File: config.mk
export PLATFORM = sky130hd
export DESIGN_NAME = flappy_game_ctrl_flat
export DESIGN_NICKNAME = d
export VERILOG_FILES = /design/src/rtl/flappy_pkg.sv /design/src/rtl/flappy_game_ctrl_if.sv /design/src/rtl/key_flap_sync.sv /design/src/rtl/flappy_game_ctrl.sv /design/src/flat_wrapper.sv
export SDC_FILE = /design/constraint.sdc
export NUM_CORES = 1
export LEC_CHECK = 0
export ABC_CLOCK_PERIOD_IN_PS = 3100
export CAP_MARGIN = 20
export CORE_ASPECT_RATIO = 1.5
export CORE_MARGIN = 5
export CORE_UTILIZATION = 50
export CTS_BUF_LIST = sky130_fd_sc_hd__clkbuf_8
export DETAILED_ROUTE_END_ITERATION = 10
export HOLD_SLACK_MARGIN = 0.06
export PLACE_DENSITY_LB_ADDON = 0.05
export SYNTH_ARGS = -nofsm -noshare
export SYNTH_HDL_FRONTEND = slang
export SYNTH_SLANG_ARGS = --single-unit
File: constraint.sdc
create_clock -name clk -period 3.1 [get_ports clk]
set_clock_uncertainty 0.15 [all_clocks]
set_input_delay 0.62 -clock clk [delete_from_list [all_inputs] [get_ports clk]]
set_output_delay 0.62 -clock clk [all_outputs]
set_load 0.05 [all_outputs]
File: src/rtl/flappy_pkg.sv
// Shared definitions for the Flappy Bird LED column.
// Holds the game state encoding and the default geometry/timing constants so the
// controller, the row-light cell array and the display agree on the same values.
package flappy_pkg;

    typedef enum logic [1:0] {
        IDLE = 2'd0,
        PLAY = 2'd1,
        OVER = 2'd2
    } game_state_t;

    localparam int unsigned FLAPPY_ROWS      = 8;
    localparam int unsigned FLAPPY_TICK_DIV  = 25_000_000;
    localparam int unsigned FLAPPY_SCORE_W   = 4;
    localparam int unsigned FLAPPY_OVER_HOLD = 8;

endpackage

File: src/rtl/flappy_game_ctrl_if.sv
// Signal bundle between the game controller and its surroundings (key, pipe
// logic, row-light cells, score display).
//   key       raw flap key, 1 = pressed (asynchronous)
//   bird_row  lightOn vector of the bird-row cells
//   pipe_col  pipe pixels in the bird's column
//   enable    one-cycle game tick to the cells
//   up        flap command, valid with enable
//   gameOver  freeze to the cells
//   clear     one-cycle cell reinitialise at game start
//   score     points in the current or last game
//   state     controller state (IDLE/PLAY/OVER)
// slave is the controller side, master is the environment side.
interface flappy_game_ctrl_if
    import flappy_pkg::*;
#(
    parameter int unsigned ROWS    = FLAPPY_ROWS,
    parameter int unsigned SCORE_W = FLAPPY_SCORE_W
);

    logic               key;
    logic [ROWS-1:0]    bird_row;
    logic [ROWS-1:0]    pipe_col;
    logic               enable;
    logic               up;
    logic               gameOver;
    logic               clear;
    logic [SCORE_W-1:0] score;
    game_state_t        state;

    modport master (
        output key, bird_row, pipe_col,
        input  enable, up, gameOver, clear, score, state
    );

    modport slave (
        input  key, bird_row, pipe_col,
        output enable, up, gameOver, clear, score, state
    );

endinterface

File: src/rtl/key_flap_sync.sv
// Key synchroniser and press detector.
// Two-flop synchroniser followed by a registered rising-edge detect, so a press
// yields a single one-cycle pulse on the third clk edge after the key rises;
// holding the key down produces no further pulses.
//   clk     system clock
//   reset   asynchronous active-low reset
//   key_i   raw asynchronous key, 1 = pressed
//   flap_o  one-cycle press pulse
module key_flap_sync (
    input  logic clk,
    input  logic reset,
    input  logic key_i,
    output logic flap_o
);

    logic sync1_q, sync1_d;
    logic sync2_q, sync2_d;
    logic prev_q,  prev_d;
    logic flap_q,  flap_d;

    always_comb begin
        sync1_d = key_i;
        sync2_d = sync1_q;
        prev_d  = sync2_q;
        flap_d  = sync2_q & ~prev_q;
    end

    always_ff @(posedge clk or negedge reset) begin
        if (!reset) begin
            sync1_q <= 1'b0;
            sync2_q <= 1'b0;
            prev_q  <= 1'b0;
            flap_q  <= 1'b0;
        end else begin
            sync1_q <= sync1_d;
            sync2_q <= sync2_d;
            prev_q  <= prev_d;
            flap_q  <= flap_d;
        end
    end

    assign flap_o = flap_q;

endmodule

File: src/rtl/flappy_game_ctrl.sv
// Flappy Bird game sequencer.
// Generates the periodic game tick, forwards flaps as an up command on the tick,
// detects collisions between the bird row and the pipe column, keeps score and
// sequences IDLE -> PLAY -> OVER -> IDLE. All outputs are registered.
//   clk    system clock
//   reset  asynchronous active-low reset (0 = reset)
//   bus    slave side of flappy_game_ctrl_if (key, bird_row, pipe_col in;
//          enable, up, gameOver, clear, score, state out)
module flappy_game_ctrl
    import flappy_pkg::*;
#(
    parameter int unsigned ROWS      = FLAPPY_ROWS,
    parameter int unsigned TICK_DIV  = FLAPPY_TICK_DIV,  // at least 2
    parameter int unsigned SCORE_W   = FLAPPY_SCORE_W,
    parameter int unsigned OVER_HOLD = FLAPPY_OVER_HOLD
) (
    input  logic                     clk,
    input  logic                     reset,
    flappy_game_ctrl_if.slave        bus
);

    localparam int unsigned CNT_W  = (TICK_DIV > 2) ? $clog2(TICK_DIV) : 1;
    localparam int unsigned HOLD_W = (OVER_HOLD > 0) ? $clog2(OVER_HOLD + 1) : 1;

    localparam logic [CNT_W-1:0]   TICK_LAST = CNT_W'(TICK_DIV - 1);
    localparam logic [HOLD_W-1:0]  HOLD_MAX  = HOLD_W'(OVER_HOLD);
    localparam logic [SCORE_W-1:0] SCORE_MAX = '1;

    game_state_t        state_q, state_d;
    logic [CNT_W-1:0]   cnt_q, cnt_d;
    logic [HOLD_W-1:0]  hold_q, hold_d;
    logic               pending_q, pending_d;
    logic [SCORE_W-1:0] score_q, score_d;
    logic               enable_q, enable_d;
    logic               up_q, up_d;
    logic               gameover_q, gameover_d;
    logic               clear_q, clear_d;

    logic flap;
    logic tick;
    logic hit;

    key_flap_sync u_key_sync (
        .clk    (clk),
        .reset  (reset),
        .key_i  (bus.key),
        .flap_o (flap)
    );

    // An empty bird row means the bird has left the column, which also ends the game.
    assign hit  = ((bus.bird_row & bus.pipe_col) != '0) || (bus.bird_row == '0);
    assign tick = ((state_q == PLAY) || (state_q == OVER)) && (cnt_q == TICK_LAST);

    always_comb begin
        state_d   = state_q;
        hold_d    = hold_q;
        pending_d = pending_q;
        score_d   = score_q;
        enable_d  = 1'b0;
        up_d      = 1'b0;
        clear_d   = 1'b0;
        cnt_d     = tick ? '0 : cnt_q + 1'b1;

        case (state_q)
            IDLE: begin
                cnt_d     = '0;
                hold_d    = '0;
                pending_d = 1'b0;
                // The starting flap only starts the game; it is never forwarded.
                if (flap) begin
                    state_d = PLAY;
                    clear_d = 1'b1;
                    score_d = '0;
                end
            end

            PLAY: begin
                if (flap) begin
                    pending_d = 1'b1;
                end
                if (tick) begin
                    // A flap landing on the tick is consumed by this tick.
                    pending_d = 1'b0;
                    if (hit) begin
                        state_d = OVER;
                        hold_d  = '0;
                    end else begin
                        enable_d = 1'b1;
                        up_d     = pending_q | flap;
                        if ((bus.pipe_col != '0) && (score_q != SCORE_MAX)) begin
                            score_d = score_q + 1'b1;
                        end
                    end
                end
            end

            OVER: begin
                pending_d = 1'b0;
                if (tick && (hold_q != HOLD_MAX)) begin
                    hold_d = hold_q + 1'b1;
                end
                // Flaps are ignored until the hold period has elapsed.
                if (flap && (hold_q == HOLD_MAX)) begin
                    state_d = IDLE;
                    cnt_d   = '0;
                end
            end

            default: begin
                state_d   = IDLE;
                cnt_d     = '0;
                hold_d    = '0;
                pending_d = 1'b0;
            end
        endcase

        gameover_d = (state_d == OVER);
    end

    always_ff @(posedge clk or negedge reset) begin
        if (!reset) begin
            state_q    <= IDLE;
            cnt_q      <= '0;
            hold_q     <= '0;
            pending_q  <= 1'b0;
            score_q    <= '0;
            enable_q   <= 1'b0;
            up_q       <= 1'b0;
            gameover_q <= 1'b0;
            clear_q    <= 1'b0;
        end else begin
            state_q    <= state_d;
            cnt_q      <= cnt_d;
            hold_q     <= hold_d;
            pending_q  <= pending_d;
            score_q    <= score_d;
            enable_q   <= enable_d;
            up_q       <= up_d;
            gameover_q <= gameover_d;
            clear_q    <= clear_d;
        end
    end

    assign bus.enable   = enable_q;
    assign bus.up       = up_q;
    assign bus.gameOver = gameover_q;
    assign bus.clear    = clear_q;
    assign bus.score    = score_q;
    assign bus.state    = state_q;

endmodule

File: src/flat_wrapper.sv
// flat-port wrapper written by rule: the top's interface ports become plain ports
module flappy_game_ctrl_flat import flappy_pkg::*;
#(
    parameter int unsigned ROWS      = FLAPPY_ROWS,
    parameter int unsigned TICK_DIV  = FLAPPY_TICK_DIV,               
    parameter int unsigned SCORE_W   = FLAPPY_SCORE_W,
    parameter int unsigned OVER_HOLD = FLAPPY_OVER_HOLD
)
  (clk, reset, bus_key, bus_bird_row, bus_pipe_col, bus_enable, bus_up, bus_gameOver, bus_clear, bus_score, bus_state);
  flappy_game_ctrl_if #(.ROWS(ROWS), .SCORE_W(SCORE_W)) bus_i ();
  input  logic clk;
  input  logic reset;
  input wire logic [$bits(bus_i.key)-1:0] bus_key;
  input wire logic [$bits(bus_i.bird_row)-1:0] bus_bird_row;
  input wire logic [$bits(bus_i.pipe_col)-1:0] bus_pipe_col;
  output wire logic [$bits(bus_i.enable)-1:0] bus_enable;
  output wire logic [$bits(bus_i.up)-1:0] bus_up;
  output wire logic [$bits(bus_i.gameOver)-1:0] bus_gameOver;
  output wire logic [$bits(bus_i.clear)-1:0] bus_clear;
  output wire logic [$bits(bus_i.score)-1:0] bus_score;
  output wire logic [$bits(bus_i.state)-1:0] bus_state;
  assign bus_i.key = bus_key;
  assign bus_i.bird_row = bus_bird_row;
  assign bus_i.pipe_col = bus_pipe_col;
  assign bus_enable = bus_i.enable;
  assign bus_up = bus_i.up;
  assign bus_gameOver = bus_i.gameOver;
  assign bus_clear = bus_i.clear;
  assign bus_score = bus_i.score;
  assign bus_state = bus_i.state;
  flappy_game_ctrl #(.ROWS(ROWS), .TICK_DIV(TICK_DIV), .SCORE_W(SCORE_W), .OVER_HOLD(OVER_HOLD)) u_core (.clk(clk), .reset(reset), .bus(bus_i));
endmodule
## Yosys cells after proc, flatten, opt, wreduce, memory -nomap -nowiden

Cells that the tools add are included.

| word-level totals | value |
|---|---|
| output and inout port bits | 10 |
| word-level logic and storage cells | 75 |
| register bits | 44 |
| memories | 0 |
| bits in latches | 0 |
| bits in read-only memories | 0 |
| memory bits (writable) | 0 |

| operators by class | value |
|---|---|
| add/sub/neg operators | 3 |
| shift operators | 0 |
| equal/unequal tests | 14 |
| $mul | 0 |
| muxes and demuxes | 28 |
| bitwise operators | 4 |
| order comparisons | 0 |
| reductions and logical operators | 13 |
| div/mod/pow operators | 0 |

Operator list:

| operator | count |
|---|---|
| two-way mux 25 bit | 2 |
| case mux 25 bit (2 select lines) | 1 |
| two-way mux 4 bit | 7 |
| adder 25 x 1 -> 25 bit (second input constant) | 1 |
| equality test 25 bit (second input constant) | 1 |
| case mux 4 bit (2 select lines) | 2 |
| nonzero test 8 bit | 2 |
| two-way mux 1 bit | 11 |
| adder 4 x 1 -> 4 bit (second input constant) | 2 |
| bitwise AND 8 bit | 1 |
| logical NOT 8 bit | 1 |
| two-way mux 2 bit | 4 |
| != test 2 bit (second input constant) | 4 |
| != test 4 bit (second input constant) | 2 |
| case mux 2 bit (3 select lines) | 1 |
| AND reduction 5 bit | 1 |
| equality test 2 bit (second input constant) | 2 |
| equality test 4 bit (second input constant) | 1 |
| logical AND 1 bit | 4 |
| != test 2 x 1 -> 1 bit (second input constant) | 2 |
| != test 3 x 2 -> 1 bit (second input constant) | 1 |
| AND reduction 3 bit | 1 |
| equality test 2 x 1 -> 1 bit (second input constant) | 1 |
| logical NOT 2 bit | 1 |
| other kinds (5) | 6 |

## Logic depth before layout (Yosys ltp)

| depth | value |
|---|---|
| word-level depth | 7 |
| mapped depth | 9 |
| mapped depth without buffers | 8 |

## Modules after synthesis

A second synthesis with hierarchy kept.

| unflattened totals | value |
|---|---|
| cells, all modules | 244 |
| area, all modules | 2362.3 sq um |

By module, submodules not included:

| module | times used | area each (sq um) | cells an instance |
|---|---|---|---|
| flappy_game_ctrl | 1 | 2248.4 | 239 |
| key_flap_sync | 1 | 113.9 | 5 |

## Least setup slack after synthesis

OpenSTA, ideal clock, no wires.

| timing path | value |
|---|---|
| path kind | reg-to-reg |
| start point | reg u_core.state_q[0], in the netlist u_core.bus.state[0] |
| end point | reg u_core.score_q[1], in the netlist u_core.bus.score[1] |
| library setup time | 0.131 ns |
| setup slack | 0.182 ns |
| arrival time | 2.637 ns |
| buffers on the path | 0 |
| required time | 2.819 ns |
| stages on the path, launching flop included | 9 |
| period minus slack after synthesis | 2.918 ns |
| cells stage by stage | dfrtp_1 inv_1 ha_1 nor3b_1 nand4_1 nor4_4 nand3_4 and3_1 or3_1 |

| between the ends | value |
|---|---|
| longest elaborated chain between the ends | 5 |

RTL lines:

| element | line | text |
|---|---|---|
| start: declaration | flappy_game_ctrl.sv:29 | `game_state_t state_q, state_d;` |
| start signal: assignment | flappy_game_ctrl.sv:132 | `state_q <= state_d;` |
| equality test 2 x 1 -> 1 bit or equality test 2 bit (tied branches) | flappy_game_ctrl.sv:52, flappy_game_ctrl.sv:64 |  |
| logical OR 1 bit | flappy_game_ctrl.sv:52 | `assign tick = ((state_q == PLAY) \|\| (state_q == OVER)) && (cnt_q == TICK_LAST);` |
| logical AND 1 bit | flappy_game_ctrl.sv:52 |  |
| != test 2 x 1 -> 1 bit (no line) | -- |  |
| AND reduction 5 bit (no line) | -- |  |
| end signal: assignment | flappy_game_ctrl.sv:136 | `score_q <= score_d;` |
| end: declaration | flappy_game_ctrl.sv:33 | `logic [SCORE_W-1:0] score_q, score_d;` |

Several ways; a longest one is shown, not always the timed one.
A chain may end at the register's enable or synchronous reset.

## Final worst setup path

| timing path | value |
|---|---|
| start point | reg u_core.state_q[1], in the netlist u_core.bus.state[1] |
| end point | reg u_core.score_q[1], in the netlist u_core.bus.score[1] |

Same word-level chain as after synthesis.

==> results.py <==
metrics = {
    "status": {
        "status": "finished clean",
    },
    "clock_network": {
        "cts_root_buf": "clkbuf_8",
        "cts-resized-gates": 0,
        "htreeDepth": 2,
        "path_clk_slew_ns": 0.08,
        "clock_latency_ns": 0.29,
        "hold_buffers": 0,
        "clkSinkCount": 44,
        "cts_tree": "done",
        "post-cts-setup-buffers": 0,
        "cts_buffer_depth": 2,
        "numCtsBuffers": 5,
    },
    "pwr": {
        "power_density_mw_per_mm2": 486,
        "irDropWorstVdd_mv": 0.253,
        "cellLeakagePower_nw": 1.14,
    },
    "timing": {
        "slew_headroom_pct": 64.1,
        "period_minus_slack_ns": 2.82,
        "tightest_slew_ns": 0.535,
        "tns_ns": 0,
        "drv_slew": 0,
        "timing.fmax_mhz": 355,
        "hold_violations": 0,
        "rsz0062_at_grt": "false",
        "finalCritPeriodShare_pct": 90.9,
        "finalSetupViolCount": 0,
    },
    "finish": {
        "final_cells": 325,
        "layout_commonest_cell": "dfrtp_1",
        "drive_gt1_share_pct": 8.66,
        "nFillCells": 386,
        "regArea_mm2": 0.00110,
        "final_area_mm2": 0.00277,
        "nets": 304,
        "multiInputGateArea_mm2": 0.00113,
        "area_growth_pct": 20.0,
        "n_antenna_cell": 0,
        "final_cell_mix": "44 x dfrtp_1, 40 x nor2_1, 27 x clkdlybuf4s50_1, 19 x nand2_1, 15 x xnor2_1",
    },
    "synth": {
        "syn-cell-area_mm2": 0.00231,
        "synth_edf_count": 0,
        "ys_ff_latch": 44,
        "synth-seq-area-share_pct": 47.7,
        "synth.yosys.warnings": 0,
        "syn-num-nets": 268,
        "synthArstFlopShare_pct": 100,
        "synth_flop_cell": "dfrtp_1",
        "syn_area_per_cell_um2": 9.58,
        "synthCells": 241,
        "ys_types": 45,
    },
    "floorplanning": {
        "floorplan.initialDensity_pct": 51.3,
        "die_area_mm2": 0.00611,
        "core_mm2": 0.00450,
        "die_w_um": 65.5,
        "io-pin-count": 29,
        "die_h_um": 93.2,
        "rows": 30,
    },
    "critical_path": {
        "worstPathCellList": "inv_1 -> ha_1 -> nor3b_1 -> nand4_1 -> nor4_4 -> nand3_4 -> and3_1 -> or3_1",
        "slowest_stage": "nor4_4",
        "critPathMaxStageDelay_ns": 0.57,
        "critical_path_class": "register to register",
        "endpoint_kind": "register",
        "start_kind": "register",
        "crit_required_ns": 3.13,
        "path_max_fanout": 6,
        "worstPathArrival_ns": 2.85,
    },
    "placed_design": {
        "place_area_mm2": 0.00265,
        "gp_congestion": 0.792,
        "io_buffers": 28,
        "dp_hpwl_um": 3420,
        "post-place-cells": 316,
    },
    "detailed_routing": {
        "vias_per_cell": 5.46,
        "drc": 0,
        "wire_per_inst_um": 14.3,
        "wl_um": 4640,
        "drt-initial-drc-count": 70,
        "vias": 1774,
        "ant_nets": 0,
        "dr.pass1.iters": 4,
    },
    "grt": {
        "antenna_found_initial": 0,
        "grt_pass1_wl_um": 8070,
        "grt.total_usage_pct": 17.0,
        "grt_start_max_net_pins": 45,
        "grt_remaining_overflow": 0,
        "grt_pass1_vias": 1794,
    },
    "run": {
        "drv_cap": 0,
    },
    "hold_path": {
        "hp-class": "register to register",
    },
}
==> cells in the mapped netlist, types with 2 or more instances <==
cell type	count	area share [%]
nand3_1	14	3.0
nor3b_1	2	0.65
nand3b_1	3	0.98
nand4_1	5	1.4
a22oi_1	4	1.3
dfrtp_1	44	48
a211oi_1	2	0.65
nor2b_1	4	1.1
buf_2	2	0.43
or3_1	2	0.54
clkbuf_1	2	0.33
nor4_1	6	1.6
nand2_1	19	3.1
and3_1	3	0.81
nand2b_1	2	0.54
xor2_1	8	3.0
mux2i_1	4	1.7
nor2_1	40	6.5
o21ai_0	8	1.7
ha_1	8	4.3
nor3_1	6	1.3
inv_1	13	2.1
xnor2_1	15	5.7
a21oi_1	4	0.87
==> final cells by class <==
| cell class | instances | share of cell area (%) |
|---|---|---|
| Multi-Input combinational cell | 179 | 40.8 |
| Sequential cell | 44 | 39.7 |
| Inverter | 13 | 1.76 |
| Tap cell | 48 | 2.17 |
| Timing Repair Buffer | 34 | 12.1 |
| Clock buffer | 7 | 3.47 |
==> metrics by stage <==
stage	hold WS, ns	setup slack, ns	utilization (%)	total power [mW]
after floorplan	0.174	0.182	-	0.849
after global placement	0.185	0.136	58.8	0.970
after detailed placement	0.189	0.123	58.8	0.972
after CTS	0.202	0.233	60.9	1.36
after global routing	0.207	0.0139	61.6	1.42
final	0.198	0.282	61.6	1.35
==> worst paths after layout <==
check                      slack, ns  cells past startpoint                  endpoint                 startpoint
max reg2reg                     0.28                      8       u_core.bus.score[1]        u_core.bus.state[1]
max in group asynchronous       1.83                      3          u_core.cnt_q[12]                      reset
min in group asynchronous       0.54                      2             u_core.bus.up                      reset
min                             0.20                      0  u_core.u_key_sync.prev_d  u_core.u_key_sync.sync1_q
min reg2reg                     0.20                      0  u_core.u_key_sync.prev_d  u_core.u_key_sync.sync1_q
max                             0.28                      8       u_core.bus.score[1]        u_core.bus.state[1]
==> kinds of logic after synthesis <==
| logic type | count (synthesis) | share of synthesized area (%) |
|---|---|---|
| flip-flops | 44 | 47.7 |
| buffers and inverters | 18 | 3.36 |
| AO/OA/AOI/OAI | 24 | 6.93 |
| AND/OR/NAND/NOR | 120 | 27.2 |
| multiplexers | 4 | 1.73 |
| XOR/XNOR | 23 | 8.72 |
| adder cells (fa/ha/maj) | 8 | 4.33 |
==> per-layer routing <==
metal  vias to the layer above  global-route usage, %  part of all wire, %
li1                        892                      -                    -
met1                       833                   18.7                   42
met2                        41                   30.4                   51
met3                         8                   4.45                  5.7
met4                         0                   6.75                  1.8
met5                         -                      0                    0
==> flip-flops by register name, summed over array words and instances (netlist names), 2 cells and up <==
name	flops
u_core.cnt_q	25
u_core.bus.state	2
u_core.hold_q	4
u_core.bus.score	4
==> worst max-delay path: cells and delay by family (launching register included) <==
kind	cells	cell delay, ns
DFF	1	0.44
adders and majority gates	1	0.31
and+or+nand+nor	6	1.70
buffers and inverters	1	0.09
==> power by group <==
part / leakage, nW / switching (mW) / total (mW) / internal, mW
registers: 0.604 / 0.0221 / 0.621 / 0.599
clock network: 0.0503 / 0.190 / 0.388 / 0.199
logic: 0.483 / 0.213 / 0.338 / 0.126
Note: power is estimated with default switching activity, not from simulation.
==> RTL change 1: new RTL, same settings <==
The package constant `FLAPPY_OVER_HOLD` goes from 8 to 16.
--- a/src/rtl/flappy_pkg.sv
+++ b/src/rtl/flappy_pkg.sv
@@ -12,7 +12,7 @@
     localparam int unsigned FLAPPY_ROWS      = 8;
     localparam int unsigned FLAPPY_TICK_DIV  = 25_000_000;
     localparam int unsigned FLAPPY_SCORE_W   = 4;
-    localparam int unsigned FLAPPY_OVER_HOLD = 8;
+    localparam int unsigned FLAPPY_OVER_HOLD = 16;
 
 endpackage
 
Formal check against the unedited RTL: no difference found for any inputs over 10 cycles, from zero or initial values and one cycle with reset low; that may be too few to reach the edited logic, so the function may still have changed.
==> RTL change 1 against the unedited design <==
Wire length increased by 3.8%; cell count is 4.3% higher; hold slack got worse by 130 ps; via count rose by 2.8%; design area rose by 1.4%; worst setup slack improved by 260 ps; sequential cell count up 1; critical path depth down 2; core utilization increased by 0.37 points; total power is 12% higher; die area up 1.7%; synthesized area up 2.0%.
==> RTL change 1: results (changes against the unedited design) <==
* Placement Cell Area at 2700 um^2 (+2.1%)
* Crit path DAT at 2590 ps (-260 ps)
* Vias in the first global route at 1814 (+1.1%)
* 1st-iter DRT viols at 77 (+10%)
* Fraction of area in registers at 40.0% (+0.32 points)
* ClkCell Share at 3.25% (-0.23 points)
* Area of the multi-input gates at 1160 um^2 (+2.2%)
* Max VDD drop at 266 uV (+5.0%)
* Met1 usage at 18.4% (-0.36 points)
* Met3 routed WL at 209 um (-21%)
* Placer congestion estimate at 0.799 (+0.90%)
* Global-route wire length before repair at 8.09 mm (+0.25%)
* Length of routed wiring on met1 at 1.95 mm (+0.21%)
* Clkbuf count at 5 (-2)
* Final #Nets at 301 (-0.99%)
* Outcome: completed
* Mux share of post-synthesis cell area at 0.850% (-0.88 points)
* Slew @ Worst Pin at 801 ps (+267 ps)
* Buffers excl. clock at 31 (-8.8%)
* Critical R2R Launch: u_core.cnt_q[0]
* Multi-input gates at 178 (-0.56%)
* Layout cells sized above 1 at 6.18% (-2.5 points)
* Seq cells post-synth at 45 (+2.3%)
* Largest net degree at the start of global routing at 46 (+2.2%)
* Synth top cells by count: dfrtp_1, nor2_1, xor2_1, nand3_1, o21ai_0
* Post-synthesis sequential area ratio at 47.8% (+0.13 points)
* Post-DP HPWL at 3.55 mm (+3.8%)
* Xor-xnor portion of the synthesized cell area at 8.55% (-0.17 points)
* Pwr dens at 536 nW/um^2 (+10%)
* Crit path max fanout at 8 (+2)
* Routing usage on met2 at 31.0% (+0.53 points)
[RTL change 1: cell types whose count changed in the layout (fill, tap and decap cells not counted), moves of 4 or more]
cell     change
xor2_1       +8
nand2_1     -11
o31ai_1      +4
xnor2_1      -8
o21ai_0      +6
[RTL change 1: final timing paths]
check | end | slack (ps) | depth (start not counted)
hold reg to reg | u_core.u_key_sync.prev_d | 200 | 0
hold / removal | u_core.bus.score[3] | 60 | 1
setup reg to reg | u_core.hold_q[3] | 540 | 6
max in group asynchronous | u_core.bus.state[1] | 2250 | 2
min in group clk | u_core.u_key_sync.prev_d | 200 | 0
setup / recovery | u_core.hold_q[3] | 540 | 6
[RTL change 1: stage by stage]
step / power (mW) / cells
after detailed placement: 1.15 / 330
final: 1.51 / 339
after global routing: 1.61 / 339
after CTS: 1.53 / 338
after global placement: 1.15 / 330
after floorplan: 0.994 / 241
==> RTL change 2: new RTL, config.mk and constraints unchanged <==
Without the edit above. `hold_q` no longer has a reset.
--- a/src/rtl/flappy_game_ctrl.sv
+++ b/src/rtl/flappy_game_ctrl.sv
@@ -121,7 +121,6 @@
         if (!reset) begin
             state_q    <= IDLE;
             cnt_q      <= '0;
-            hold_q     <= '0;
             pending_q  <= 1'b0;
             score_q    <= '0;
             enable_q   <= 1'b0;
@@ -131,7 +130,6 @@
         end else begin
             state_q    <= state_d;
             cnt_q      <= cnt_d;
-            hold_q     <= hold_d;
             pending_q  <= pending_d;
             score_q    <= score_d;
             enable_q   <= enable_d;
@@ -139,6 +137,10 @@
             gameover_q <= gameover_d;
             clear_q    <= clear_d;
         end
+    end
+
+    always_ff @(posedge clk) begin
+        hold_q <= hold_d;
     end
 
     assign bus.enable   = enable_q;
Check against the original RTL: same outputs for any inputs over 10 cycles, from zero or initial values and one cycle with reset low; that may be too few to reach the edited logic, so the function may still have changed.
==> RTL change 2 against the unedited design <==
Die area decreased by 0.23%; count of clock-buffer cells in the layout down 2; synthesized cell count shrank 1.7%; synthesized area fell by 0.27%; design area down 2.7%; worst setup slack improved by 260 ps; critical path type is now in -> reg; critical path depth down 2; global-route usage up 0.71 points; critical endpoint is now u_core.bus.score[3]; sequential cell count unchanged; wire length up 1.6%; hold slack gained 3.1 ps.
Power is not compared: it rests on default switching activity, and its combinational part moved more than twofold at a synthesized area within 25%.
==> RTL change 2: results (changes against the unedited design) <==
* # fillers at 392 (+1.6%)
* Fin cells at 315 (-3.1%)
* Mux share of post-synthesis cell area at 0% (-1.7 points)
* Xor-xnor portion of the synthesized cell area at 9.51% (+0.78 points)
* Routing usage on met2 at 33.1% (+2.7 points)
* Placement Cell Area at 2620 um^2 (-1.1%)
* Via/cell ratio at 5.67 (+3.8%)
* Post-synthesis cell count at 237 (-1.7%)
* Worst path max stage delay at 620 ps (+50 ps)
* Adder-cell area share of the yosys netlist at 4.35% (+0.012 points)
* Post-synth EDFFs at 4 (+4)
* Placer congestion estimate at 0.908 (+15%)
* Largest net degree at the start of global routing at 41 (-8.9%)
* Crit path DAT at 2630 ps (-220 ps)
* Crit path launch: bus_bird_row[1]
* Pre-CTS setup slack at 292 ps (+169 ps)
* Worst path slowest cell: or4_1
* Global-route wire length before repair at 8.53 mm (+5.7%)
* Synth top cells by count: dfrtp_1, nor2_1, nand2_1, xnor2_1, nand3_1
* Met2 wire length at 2.64 mm (+12%)
* Met1 usage at 19.6% (+0.89 points)
* GRT Total Usage at 17.7% (+0.71 points)
* 1st-iter DRT viols at 96 (+37%)
* Slew HR at 41.6% (-22 points)
* Critical R2R Launch: u_core.cnt_q[0]
* Crit path max fanout at 11 (+5)
* Post-synthesis sequential area ratio at 48.7% (+1.0 points)
* Count of distinct cell types in the synthesized netlist at 37 (-18%)
* Post-DP HPWL at 3.46 mm (+1.1%)
* Outcome: completed
* Syn_nets at 264 (-1.5%)
* Wire per inst at 15.0 um (+4.8%)
* Length of routed wiring on met1 at 1.88 mm (-3.1%)
-- RTL change 2: final timing paths --
kind                                            end  slack (ps)  cells past startpoint
min                        u_core.u_key_sync.prev_d         200                      0
max reg2reg                        u_core.cnt_q[20]         690                      7
max in group asynchronous          u_core.cnt_q[15]        1960                      1
min reg2reg                u_core.u_key_sync.prev_d         200                      0
max                             u_core.bus.score[3]         540                      6
min in group asynchronous             u_core.bus.up         300                      1
-- RTL change 2: layout make-up --
class / count / area (um^2) / share of cell area [%]
clock buffers: 5 / 68.8 / 2.55
clock inverters: 3 / 11.3 / 0.417
inverters: 12 / 45.0 / 1.67
multi-input cells: 173 / 1100 / 40.8
flip-flops and latches: 44 / 1120 / 41.6
well taps: 48 / 60.1 / 2.23
repair buffers: 30 / 290 / 10.8
-- RTL change 2: report_power, final --
part,switching [mW],internal (mW)
logic,0.0198,0.0229
clock network,0.182,0.151
registers,0.00113,0.582
-- RTL change 2: critical path, delay by kind of cell --
kind            cells  cell delay, ps
buf+inv             1             430
simple gates        3            1120
compound gates      2             460
